<file path="src/rtl/rgb2ycbcr_pipe_if.sv">
// Video stream bundle for rgb2ycbcr_pipe: RGB input framing, matrix select,
// and the converted Y/Cb/Cr output with its pixel/line coordinates.
interface rgb2ycbcr_pipe_if #(
    parameter int DW    = 8,
    parameter int CNT_W = 12
);
    logic             per_img_vsync;
    logic             per_img_herf;
    logic             per_img_valid;
    logic [DW-1:0]    per_img_red;
    logic [DW-1:0]    per_img_green;
    logic [DW-1:0]    per_img_blue;
    logic [1:0]       cfg_mode;

    logic             post_img_vsync;
    logic             post_img_herf;
    logic             post_img_valid;
    logic [DW-1:0]    post_img_Y;
    logic [DW-1:0]    post_img_Cb;
    logic [DW-1:0]    post_img_Cr;
    logic [CNT_W-1:0] post_img_x;
    logic [CNT_W-1:0] post_img_y;

    modport master (
        output per_img_vsync, per_img_herf, per_img_valid,
        output per_img_red, per_img_green, per_img_blue, cfg_mode,
        input  post_img_vsync, post_img_herf, post_img_valid,
        input  post_img_Y, post_img_Cb, post_img_Cr, post_img_x, post_img_y
    );

    modport slave (
        input  per_img_vsync, per_img_herf, per_img_valid,
        input  per_img_red, per_img_green, per_img_blue, cfg_mode,
        output post_img_vsync, post_img_herf, post_img_valid,
        output post_img_Y, post_img_Cb, post_img_Cr, post_img_x, post_img_y
    );
endinterface

</file>
<file path="src/rtl/rgb2ycbcr_pipe.sv">
// 3-stage RGB->YCbCr converter (BT.601 full/studio, BT.709 studio) with output coordinates.
// Optional 4:2:2 co-sited chroma when YCBCR_422_OUT_EN is defined.
module rgb2ycbcr_pipe #(
    parameter int DW    = 8,
    parameter int CNT_W = 12
) (
    input logic             clk,
    input logic             rst,
    rgb2ycbcr_pipe_if.slave vid
);
    localparam int PW = DW + 10;
    localparam int SW = DW + 12;
    localparam logic signed [SW-1:0] RND     = SW'(128);
    localparam logic signed [SW-1:0] MAXV    = SW'((1 << DW) - 1);
    localparam logic signed [SW-1:0] C_OFF   = SW'(1 << (DW - 1));
    localparam logic signed [SW-1:0] Y_OFF_S = SW'(16 << (DW - 8));

    typedef enum logic [1:0] {
        MODE_601_FULL   = 2'd0,
        MODE_601_STUDIO = 2'd1,
        MODE_709_STUDIO = 2'd2
    } mode_t;

    mode_t mode_q, mode_sel, mode_eff, mode1, mode2;
    logic  vs_prev, armed, vs_rise, pass;

    logic signed [8:0]    k    [9];
    logic signed [PW-1:0] op   [3];
    logic signed [PW-1:0] prod [9];
    logic signed [SW-1:0] sum  [3];
    logic signed [SW-1:0] y_off;
    logic [2:0]           vs_d, hf_d, v_d;

    logic [DW-1:0]    y_q, cb_q, cr_q;
    logic [CNT_W-1:0] x_q, yc_q, x_next, y_next;
    logic             vs_clr, hf_clr;

    // The pixel on the vsync-rise cycle already belongs to the new frame, so it
    // sees the freshly selected matrix rather than the latched one.
    always_comb begin
        vs_rise = vid.per_img_vsync & ~vs_prev;
        pass    = armed | vs_rise;
        case (vid.cfg_mode)
            2'd1:    mode_sel = MODE_601_STUDIO;
            2'd2:    mode_sel = MODE_709_STUDIO;
            default: mode_sel = MODE_601_FULL;
        endcase
        mode_eff = vs_rise ? mode_sel : mode_q;
    end

    always_comb begin
        case (mode_eff)
            MODE_601_STUDIO: k = '{9'sd66, 9'sd129, 9'sd25, -9'sd38, -9'sd74, 9'sd112,
                                   9'sd112, -9'sd94, -9'sd18};
            MODE_709_STUDIO: k = '{9'sd47, 9'sd157, 9'sd16, -9'sd26, -9'sd87, 9'sd112,
                                   9'sd112, -9'sd102, -9'sd10};
            default:         k = '{9'sd77, 9'sd150, 9'sd29, -9'sd43, -9'sd85, 9'sd128,
                                   9'sd128, -9'sd107, -9'sd21};
        endcase
        op[0] = $signed(PW'(vid.per_img_red));
        op[1] = $signed(PW'(vid.per_img_green));
        op[2] = $signed(PW'(vid.per_img_blue));
    end

    // vs_prev resets high so a frame already in progress at reset release is
    // not mistaken for a fresh vsync rise.
    always_ff @(posedge clk) begin
        if (rst) begin
            vs_prev <= 1'b1;
            armed   <= 1'b0;
            mode_q  <= MODE_601_FULL;
        end else begin
            vs_prev <= vid.per_img_vsync;
            if (vs_rise) begin
                armed  <= 1'b1;
                mode_q <= mode_sel;
            end
        end
    end

    always_ff @(posedge clk) begin
        if (rst) begin
            for (int unsigned i = 0; i < 9; i++) prod[i] <= '0;
            for (int unsigned r = 0; r < 3; r++) sum[r] <= '0;
            vs_d  <= '0;
            hf_d  <= '0;
            v_d   <= '0;
            mode1 <= MODE_601_FULL;
            mode2 <= MODE_601_FULL;
        end else begin
            for (int unsigned i = 0; i < 9; i++) prod[i] <= op[i % 3] * PW'(k[i]);
            for (int unsigned r = 0; r < 3; r++)
                sum[r] <= SW'(prod[3*r]) + SW'(prod[3*r+1]) + SW'(prod[3*r+2]);
            vs_d  <= {vs_d[1:0], vid.per_img_vsync & pass};
            hf_d  <= {hf_d[1:0], vid.per_img_herf & pass};
            v_d   <= {v_d[1:0], vid.per_img_valid & pass};
            mode1 <= mode_eff;
            mode2 <= mode1;
        end
    end

    function automatic logic [DW-1:0] scale_clamp(input logic signed [SW-1:0] s,
                                                  input logic signed [SW-1:0] off);
        logic signed [SW-1:0] t;
        logic [DW-1:0]        res;
        t = ((s + RND) >>> 8) + off;
        if (t < 0)         res = '0;
        else if (t > MAXV) res = '1;
        else               res = t[DW-1:0];
        return res;
    endfunction

    // Counter updates look one stage ahead so x/y already describe the pixel
    // that is being loaded into the output registers.
    always_comb begin
        y_off  = (mode2 == MODE_601_FULL) ? '0 : Y_OFF_S;
        vs_clr = vs_d[1] & ~vs_d[2];
        hf_clr = hf_d[2] & ~hf_d[1];
        x_next = x_q;
        y_next = yc_q;
        if (vs_clr) begin
            x_next = '0;
            y_next = '0;
        end else if (hf_clr) begin
            x_next = '0;
            y_next = yc_q + 1'b1;
        end else if (v_d[2]) begin
            x_next = x_q + 1'b1;
        end
    end

    always_ff @(posedge clk) begin
        if (rst) begin
            y_q  <= '0;
            cb_q <= '0;
            cr_q <= '0;
            x_q  <= '0;
            yc_q <= '0;
        end else begin
            x_q  <= x_next;
            yc_q <= y_next;
            if (v_d[1]) begin
                y_q <= scale_clamp(sum[0], y_off);
`ifdef YCBCR_422_OUT_EN
                // Odd pixels leave the chroma registers alone, so they repeat the even pixel.
                if (!x_next[0]) begin
                    cb_q <= scale_clamp(sum[1], C_OFF);
                    cr_q <= scale_clamp(sum[2], C_OFF);
                end
`else
                cb_q <= scale_clamp(sum[1], C_OFF);
                cr_q <= scale_clamp(sum[2], C_OFF);
`endif
            end
        end
    end

    assign vid.post_img_vsync = vs_d[2];
    assign vid.post_img_herf  = hf_d[2];
    assign vid.post_img_valid = v_d[2];
    assign vid.post_img_Y     = y_q;
    assign vid.post_img_Cb    = cb_q;
    assign vid.post_img_Cr    = cr_q;
    assign vid.post_img_x     = x_q;
    assign vid.post_img_y     = yc_q;
endmodule

</file>
<file path="src/flat_wrapper.sv">
// flat-port wrapper written by rule: the top's interface ports become plain ports
module rgb2ycbcr_pipe_flat 
#(
    parameter int DW    = 8,
    parameter int CNT_W = 12
)
  (clk, rst, vid_per_img_vsync, vid_per_img_herf, vid_per_img_valid, vid_per_img_red, vid_per_img_green, vid_per_img_blue, vid_cfg_mode, vid_post_img_vsync, vid_post_img_herf, vid_post_img_valid, vid_post_img_Y, vid_post_img_Cb, vid_post_img_Cr, vid_post_img_x, vid_post_img_y);
  rgb2ycbcr_pipe_if #(.DW(DW), .CNT_W(CNT_W)) vid_i ();
  input logic clk;
  input logic rst;
  input wire logic [$bits(vid_i.per_img_vsync)-1:0] vid_per_img_vsync;
  input wire logic [$bits(vid_i.per_img_herf)-1:0] vid_per_img_herf;
  input wire logic [$bits(vid_i.per_img_valid)-1:0] vid_per_img_valid;
  input wire logic [$bits(vid_i.per_img_red)-1:0] vid_per_img_red;
  input wire logic [$bits(vid_i.per_img_green)-1:0] vid_per_img_green;
  input wire logic [$bits(vid_i.per_img_blue)-1:0] vid_per_img_blue;
  input wire logic [$bits(vid_i.cfg_mode)-1:0] vid_cfg_mode;
  output wire logic [$bits(vid_i.post_img_vsync)-1:0] vid_post_img_vsync;
  output wire logic [$bits(vid_i.post_img_herf)-1:0] vid_post_img_herf;
  output wire logic [$bits(vid_i.post_img_valid)-1:0] vid_post_img_valid;
  output wire logic [$bits(vid_i.post_img_Y)-1:0] vid_post_img_Y;
  output wire logic [$bits(vid_i.post_img_Cb)-1:0] vid_post_img_Cb;
  output wire logic [$bits(vid_i.post_img_Cr)-1:0] vid_post_img_Cr;
  output wire logic [$bits(vid_i.post_img_x)-1:0] vid_post_img_x;
  output wire logic [$bits(vid_i.post_img_y)-1:0] vid_post_img_y;
  assign vid_i.per_img_vsync = vid_per_img_vsync;
  assign vid_i.per_img_herf = vid_per_img_herf;
  assign vid_i.per_img_valid = vid_per_img_valid;
  assign vid_i.per_img_red = vid_per_img_red;
  assign vid_i.per_img_green = vid_per_img_green;
  assign vid_i.per_img_blue = vid_per_img_blue;
  assign vid_i.cfg_mode = vid_cfg_mode;
  assign vid_post_img_vsync = vid_i.post_img_vsync;
  assign vid_post_img_herf = vid_i.post_img_herf;
  assign vid_post_img_valid = vid_i.post_img_valid;
  assign vid_post_img_Y = vid_i.post_img_Y;
  assign vid_post_img_Cb = vid_i.post_img_Cb;
  assign vid_post_img_Cr = vid_i.post_img_Cr;
  assign vid_post_img_x = vid_i.post_img_x;
  assign vid_post_img_y = vid_i.post_img_y;
  rgb2ycbcr_pipe #(.DW(DW), .CNT_W(CNT_W)) u_core (.clk(clk), .rst(rst), .vid(vid_i));
endmodule
</file>
<file path="config.mk">
export PLATFORM = sky130hd
export DESIGN_NAME = rgb2ycbcr_pipe_flat
export DESIGN_NICKNAME = d
export VERILOG_FILES = /design/src/rtl/rgb2ycbcr_pipe_if.sv /design/src/rtl/rgb2ycbcr_pipe.sv /design/src/flat_wrapper.sv
export SDC_FILE = /design/constraint.sdc
export NUM_CORES = 1
export LEC_CHECK = 0
export ABC_CLOCK_PERIOD_IN_PS = 9000
export CELL_PAD_IN_SITES_DETAIL_PLACEMENT = 0
export CELL_PAD_IN_SITES_GLOBAL_PLACEMENT = 2
export CORE_AREA = 4 4 248 250
export DETAILED_ROUTE_END_ITERATION = 10
export DIE_AREA = 0 0 252 254
export GPL_TIMING_DRIVEN = 0
export MAX_ROUTING_LAYER = met4
export PLACE_DENSITY_LB_ADDON = 0.1
export SYNTH_ARGS = -nofsm -noshare
export SYNTH_HDL_FRONTEND = slang
export SYNTH_SLANG_ARGS = --single-unit
export TNS_END_PERCENT = 1
</file>
<file path="constraint.sdc">
create_clock -name clk -period 9 [get_ports clk]
set_input_delay 1.8 -clock clk [delete_from_list [all_inputs] [get_ports clk]]
set_output_delay 1.8 -clock clk [all_outputs]
set_load 0.1 [all_outputs]
</file>
==> results of run 1 <==
[area by class of cell]
cell class                 instances  area [µm²]  share of cell area [%]
multi-input combinational       1823       17600                    65.0
sequential                       244        4880                    18.1
inverter                         427        1600                    5.93
tap                              773         967                    3.58
timing repair buffer              80         801                    2.96
clock buffer                      35         788                    2.91
buffer                            51         214                   0.791
clock inverter                    19         205                   0.759
[synth_stat cells (7+ instances only)]
library cell | number | area (µm²)
a211oi_1 | 12 | 90.1
a21o_1 | 39 | 293
a21oi_1 | 95 | 475
a221o_1 | 13 | 130
a31oi_1 | 8 | 50.1
and2_1 | 28 | 175
and3_1 | 13 | 81.3
and4_1 | 7 | 61.3
clkbuf_1 | 46 | 173
dfxtp_1 | 244 | 4880
fa_1 | 265 | 5310
ha_1 | 462 | 5780
inv_1 | 426 | 1600
nand2_1 | 104 | 390
nand2b_1 | 37 | 231
nand3_1 | 22 | 110
nand4_1 | 15 | 93.8
nor2_1 | 239 | 897
nor2b_1 | 61 | 382
nor3_1 | 42 | 210
nor3b_1 | 8 | 60.1
nor4_1 | 7 | 43.8
o21ai_0 | 42 | 210
o21bai_1 | 29 | 218
or2_2 | 11 | 68.8
or3_1 | 13 | 81.3
xnor2_1 | 101 | 885
xor2_1 | 56 | 490
[logic make-up (layout without fill, tap and decap cells)]
logic type,Yosys count,after routing
other cells,2,19
fa+ha+maj,727,727
compound gates,287,287
xor+xnor,157,157
simple gates,624,624
flops,244,244
mux,9,9
buf+inv,479,612
[registers in the layout, indices dropped and copies added, names as in the netlist]
name and cells:
u_core.armed 1, u_core.v_d 3, u_core.vid.post_img_x 12, u_core.hf_d 3
u_core.vid.post_img_Cb 8, u_core.vid.post_img_y 12, u_core.vid.post_img_Y 8, u_core.prod 145
u_core.sum 36, u_core.mode2 2, u_core.vid.post_img_Cr 8, u_core.mode1 2
u_core.vs_prev 1, u_core.vs_d 3
[metrics by stage]
| stage | hold WS, ns | cells |
|---|---|---|
| after floorplan | 0.414 | 2546 |
| after detailed placement | 0.420 | 3399 |
| after global routing | 0.442 | 3452 |
| after CTS | 0.435 | 3453 |
| after global placement | 0.425 | 3399 |
| final | 0.433 | 3452 |
[worst max-delay path: cells and delay by family]
kind | cells | cell delay, ns
buf+inv | 7 | 1.61
simple gates | 4 | 0.78
fa+ha+maj | 7 | 2.92
xor+xnor | 1 | 0.44
compound gates | 6 | 1.27
[cell usage in the layout, fill, tap and decap left out, types with 37 or more instances in the layout]
cell             Yosys  layout
fa_1               265     265
clkdlybuf4s50_1      0      80
nand2b_1            37      37
clkbuf_1            46      40
nor2_1             239     239
xor2_1              56      56
nor2b_1             61      61
nand2_1            104     104
o21ai_0             42      42
a21oi_1             95      95
dfxtp_1            244     244
inv_1              426     426
ha_1               462     462
a21o_1              39      39
nor3_1              42      42
xnor2_1            101      98
[path summary, 6_finish.rpt]
check,start,to,slack (ns),depth (start not counted)
worst max-delay path,vid_per_img_vsync,u_core.prod[0][160]$_SDFF_PP0_,0.57,25
worst min-delay path,u_core.hf_d[0]$_SDFF_PP0_,u_core.hf_d[1]$_SDFF_PP0_,0.43,1
worst max register to register,u_core.vs_prev$_SDFF_PP1_,u_core.prod[0][160]$_SDFF_PP0_,1.92,24
worst min register to register,u_core.hf_d[0]$_SDFF_PP0_,u_core.hf_d[1]$_SDFF_PP0_,0.43,1
[power breakdown]
| part | leakage, nW | switching [mW] | internal [mW] | total (mW) |
|---|---|---|---|---|
| Clock | 0.469 | 0.487 | 0.713 | 1.20 |
| Sequential | 2.01 | 0.194 | 1.37 | 1.56 |
| Combinational | 11.2 | 2.60 | 1.87 | 4.47 |
| Total | 13.7 | 3.29 | 3.95 | 7.23 |
[what timing repair did]
action | CTS | global route
cloned | 0 | 0
endpoints found under the setup margin | 9 | 10
gates resized for setup | 4 | 17
[metal layers]
layer,track usage (%),up-vias,part of all wire [%]
met5,-,-,0
met1,27.3,8118,47
met3,2.64,62,3.6
met4,4.63,0,2.4
met2,33.6,221,47
li1,-,8450,-
==> flow_summary.toml, run 1 <==
[status]
status = "complete, no violations"

[global_routing]
grt_pass1_vias = 17700
grt_pass1_wl_um = 99400
antenna_found_initial = 1
grt_use_total_pct = 20.5
grt_max_degree = 16
overflow = 0

[drt]
first_pass_iters = 6
drt_wl_total_um = 62700
routed_via_density = 4.88
drt_iter0_drc = 612
vias = 16900
antenna_left = 0
wl_per_cell_um = 18.2
drc = 0

[final_layout]
fin_util_pct = 45.8
fin_area_mm2 = 0.0270
fillers = 5720
nNetsFinal = 3414
area_growth_pct = 11.8
n_antenna_cell = 0
drive_gt1_share_pct = 3.58

[yosys]
synthFlopType = "dfxtp_1"
synthAdderAreaFrac_pct = 45.8
syn_inst = 2529
synth-simple-area-share_pct = 12.6
ys_seq_area_share_pct = 20.2
synth_compound_area_share_pct = 7.78
synth_top_family_by_area = "adder cells"
synth-seq-cells = 244
muxShareOfSynthArea_pct = 0.388
yosysWarnings = 0
synth_edf_count = 0
synth_area_mm2 = 0.0242
syn-mean-instance-area_um2 = 9.57
async_reset_ff_share_pct = 0
synthXorXnorAreaFrac_pct = 5.68
ys_types = 69

[timing]
maxSlewHeadroom_pct = 29.7
fin_setup_tns_ns = 0
min_period_ns = 8.43
skew_ns = 0.00668
hold_violations = 0
fmax_mhz = 119
setup_viol = 0
finalCritPeriodShare_pct = 93.6
rsz0062_at_grt = "false"
worst_slew_pin_slew_ns = 1.05
drv_slew = 0
setup_slack_ns = 0.573

[floorplan]
die_w_um = 252
core_mm2 = 0.0590
pin_count = 82
die_area_mm2 = 0.0640
dieHeight_um = 254
start_util_pct = 41.0
num_rows = 89

[critical_path]
max_stage_delay_ns = 0.51
cp_common_cell = "fa_1"
startpoint_type = "input port"
path_class = "input port to flip-flop"
cp.required_ns = 9.42
arrival_ns = 8.85
path_max_fanout = 10
worst_path_max_delay_cell = "fa_1"
endpoint_kind = "flip-flop"

[clocking]
hold_buffers = 0
clk_latency_ns = 0.57
ctsRootBufferMaster = "clkbuf_16"
cts.sinks = 244
post_cts_buffers = 0
tritoncts = "built"
clk_transition_reported_paths_ns = 0.06
htree_levels = 1
clock_path_buffers = 3
cts_buffers = 29

[place]
gp_congestion = 0.856
dp_hpwl_um = 54100
place_area_mm2 = 0.0260
dp_slack_ns = -1.12
port_buffers = 80

[power_and_ir_drop]
total_power_mw = 7.23
p_per_area_mw_per_mm2 = 267
ir_drop_mv = 0.167
p_leak_nw = 13.7

[flow_run]
drv_cap = 0

[worst_hold_path]
hold_class = "flip-flop to flip-flop"
Note: power is estimated with default switching activity, not from simulation.
==> run 2: changes to the inputs <==
--- a/config.mk
+++ b/config.mk
@@ -14,6 +14,7 @@
 export GPL_TIMING_DRIVEN = 0
 export MAX_ROUTING_LAYER = met4
 export PLACE_DENSITY_LB_ADDON = 0.1
+export SLEW_MARGIN = 0
 export SYNTH_ARGS = -nofsm -noshare
 export SYNTH_HDL_FRONTEND = slang
 export SYNTH_SLANG_ARGS = --single-unit
==> results of run 2 <==
No change in the layout: final DEF, timing and power equal those of run 1.
==> run 3: changes to the inputs <==
--- a/config.mk
+++ b/config.mk
@@ -8,9 +8,10 @@
 export ABC_CLOCK_PERIOD_IN_PS = 9000
 export CELL_PAD_IN_SITES_DETAIL_PLACEMENT = 0
 export CELL_PAD_IN_SITES_GLOBAL_PLACEMENT = 2
-export CORE_AREA = 4 4 248 250
+export CORE_AREA = 4 4 243 245
 export DETAILED_ROUTE_END_ITERATION = 10
-export DIE_AREA = 0 0 252 254
+export DIE_AREA = 0 0 247 249
+export DONT_BUFFER_PORTS = 1
 export GPL_TIMING_DRIVEN = 0
 export MAX_ROUTING_LAYER = met4
 export PLACE_DENSITY_LB_ADDON = 0.1
==> run 3 against run 2 <==
Compared with the run above: count of clock-buffer cells in the layout unchanged; largest power group unchanged; critical endpoint is now u_core.prod[0][143]$_SDFF_PP0_; critical path type unchanged; first-iteration DRC count up 2.6%; clock power increased by 3%; design area fell by 3.0%; combinational power shrank 2%; non-clock buffer count shrank 79; total power shrank 0.26%; sequential share of layout area rose by 0.56 points; cell count down 2.6%.
==> flow_summary.toml, run 3 (same netlist as run 1, synthesis figures left out) <==
[status]
status = "complete, no violations"

[clocking]
htree_levels = 1
clk_transition_reported_paths_ns = 0.06
cts_buffers = 28
hold_buffers = 0
clk_latency_ns = 0.57
ctsRootBufferMaster = "clkbuf_16"
cts.sinks = 244
clock_path_buffers = 3
tritoncts = "built"

[final_layout]
mostFrequentLayoutCells = "ha_1, inv_1, fa_1"
final_common_cell = "ha_1"
drive_gt1_share_pct = 3.23
top_regs = "u_core.prod x145, u_core.sum x36"
finalNonFillerCells = 3363
area_growth_pct = 8.46
largest_register_ffs = 145
n_antenna_cell = 0
nNetsFinal = 3334
top_register = "u_core.prod"

[global_routing]
grt_max_degree = 16
grt_use_total_pct = 21.2
grt_pass1_vias = 17400
overflow = 0
antenna_found_initial = 3
grt_pass1_wl_um = 98800

[floorplan]
num_rows = 88
pin_count = 82
die_w_um = 247
start_util_pct = 42.3
die_area_mm2 = 0.0615
dieHeight_um = 249
core_mm2 = 0.0571

[critical_path]
endpoint_kind = "flip-flop"
worst_path_max_delay_cell = "clkbuf_1"
path_max_fanout = 10
max_stage_delay_ns = 0.57
startpoint_type = "input port"
cp.required_ns = 9.43
arrival_ns = 9.04
cp_top_family = "adder cells"
path_class = "input port to flip-flop"
worst-path-buf-inv = 7

[power_and_ir_drop]
p_leak_nw = 13.4
total_power_mw = 7.22
ir_drop_mv = 0.132
p_per_area_mw_per_mm2 = 275

[timing]
finalCritPeriodShare_pct = 95.6
skew_ns = 0.0197
hold_violations = 0
maxSlewHeadroom_pct = 19.8
fmax_mhz = 116
min_period_ns = 8.60
fin_setup_tns_ns = 0
setup_viol = 0
drv_slew = 0
worst_slew_pin_slew_ns = 1.20
rsz0062_at_grt = "true"

[drt]
drt_iter0_drc = 628
routed_via_density = 4.91
drc = 0
wl_per_cell_um = 18.4
first_pass_iters = 5
antenna_left = 0
drt_wl_total_um = 62000
vias = 16500

[worst_hold_path]
hold_class = "flip-flop to flip-flop"

[flow_run]
drv_cap = 0

[place]
dp_hpwl_um = 53400
gp_congestion = 0.851
dp_cells = 3311
port_buffers = 0
-- run 3: through the flow --
stage | utilization [%] | instance area (µm²) | hold WS [ns] | setup slack [ns]
3_3_place_gp | 44.1 | 25200 | 0.424 | -0.381
6_report | 45.9 | 26200 | 0.434 | 0.398
4_1_cts | 45.9 | 26200 | 0.439 | 0.233
2_1_floorplan | - | 24300 | 0.414 | 1.71
3_5_place_dp | 44.1 | 25200 | 0.425 | -0.352
5_1_grt | 45.9 | 26200 | 0.459 | -0.0364
-- run 3: final timing paths --
kind / start / end / slack [ns] / depth (start not counted)
worst max-delay path: vid_per_img_vsync / u_core.prod[0][143]$_SDFF_PP0_ / 0.40 / 25
worst min-delay path: u_core.hf_d[0]$_SDFF_PP0_ / u_core.hf_d[1]$_SDFF_PP0_ / 0.43 / 1
worst min register to register: u_core.hf_d[0]$_SDFF_PP0_ / u_core.hf_d[1]$_SDFF_PP0_ / 0.43 / 1
worst max register to register: u_core.vs_prev$_SDFF_PP1_ / u_core.prod[0][143]$_SDFF_PP0_ / 1.28 / 25
-- run 3: what timing repair did --
action	in CTS	in global routing
gates resized for setup	0	3
setup buffers	0	0
setup endpoints to repair	0	4
-- run 3: layout make-up --
| cell class | count | area (µm²) |
|---|---|---|
| clock inverter | 17 | 253 |
| sequential | 244 | 4880 |
| tap | 765 | 957 |
| fill | 5652 | 30900 |
| buffer | 52 | 205 |
| multi-input combinational | 1823 | 17600 |
| inverter | 427 | 1610 |
| clock buffer | 35 | 767 |
-- run 3: routing by layer --
metal,track usage [%],wire length [µm]
met1,28.5,29500
met2,33.7,28400
met3,2.73,2200
met4,5.90,1940
met5,-,0
-- run 3: power breakdown --
part,switching [mW],leakage [nW],internal (mW),total [mW]
Sequential,0.238,2.01,1.37,1.61
Combinational,2.53,10.9,1.84,4.37
Clock,0.484,0.500,0.754,1.24
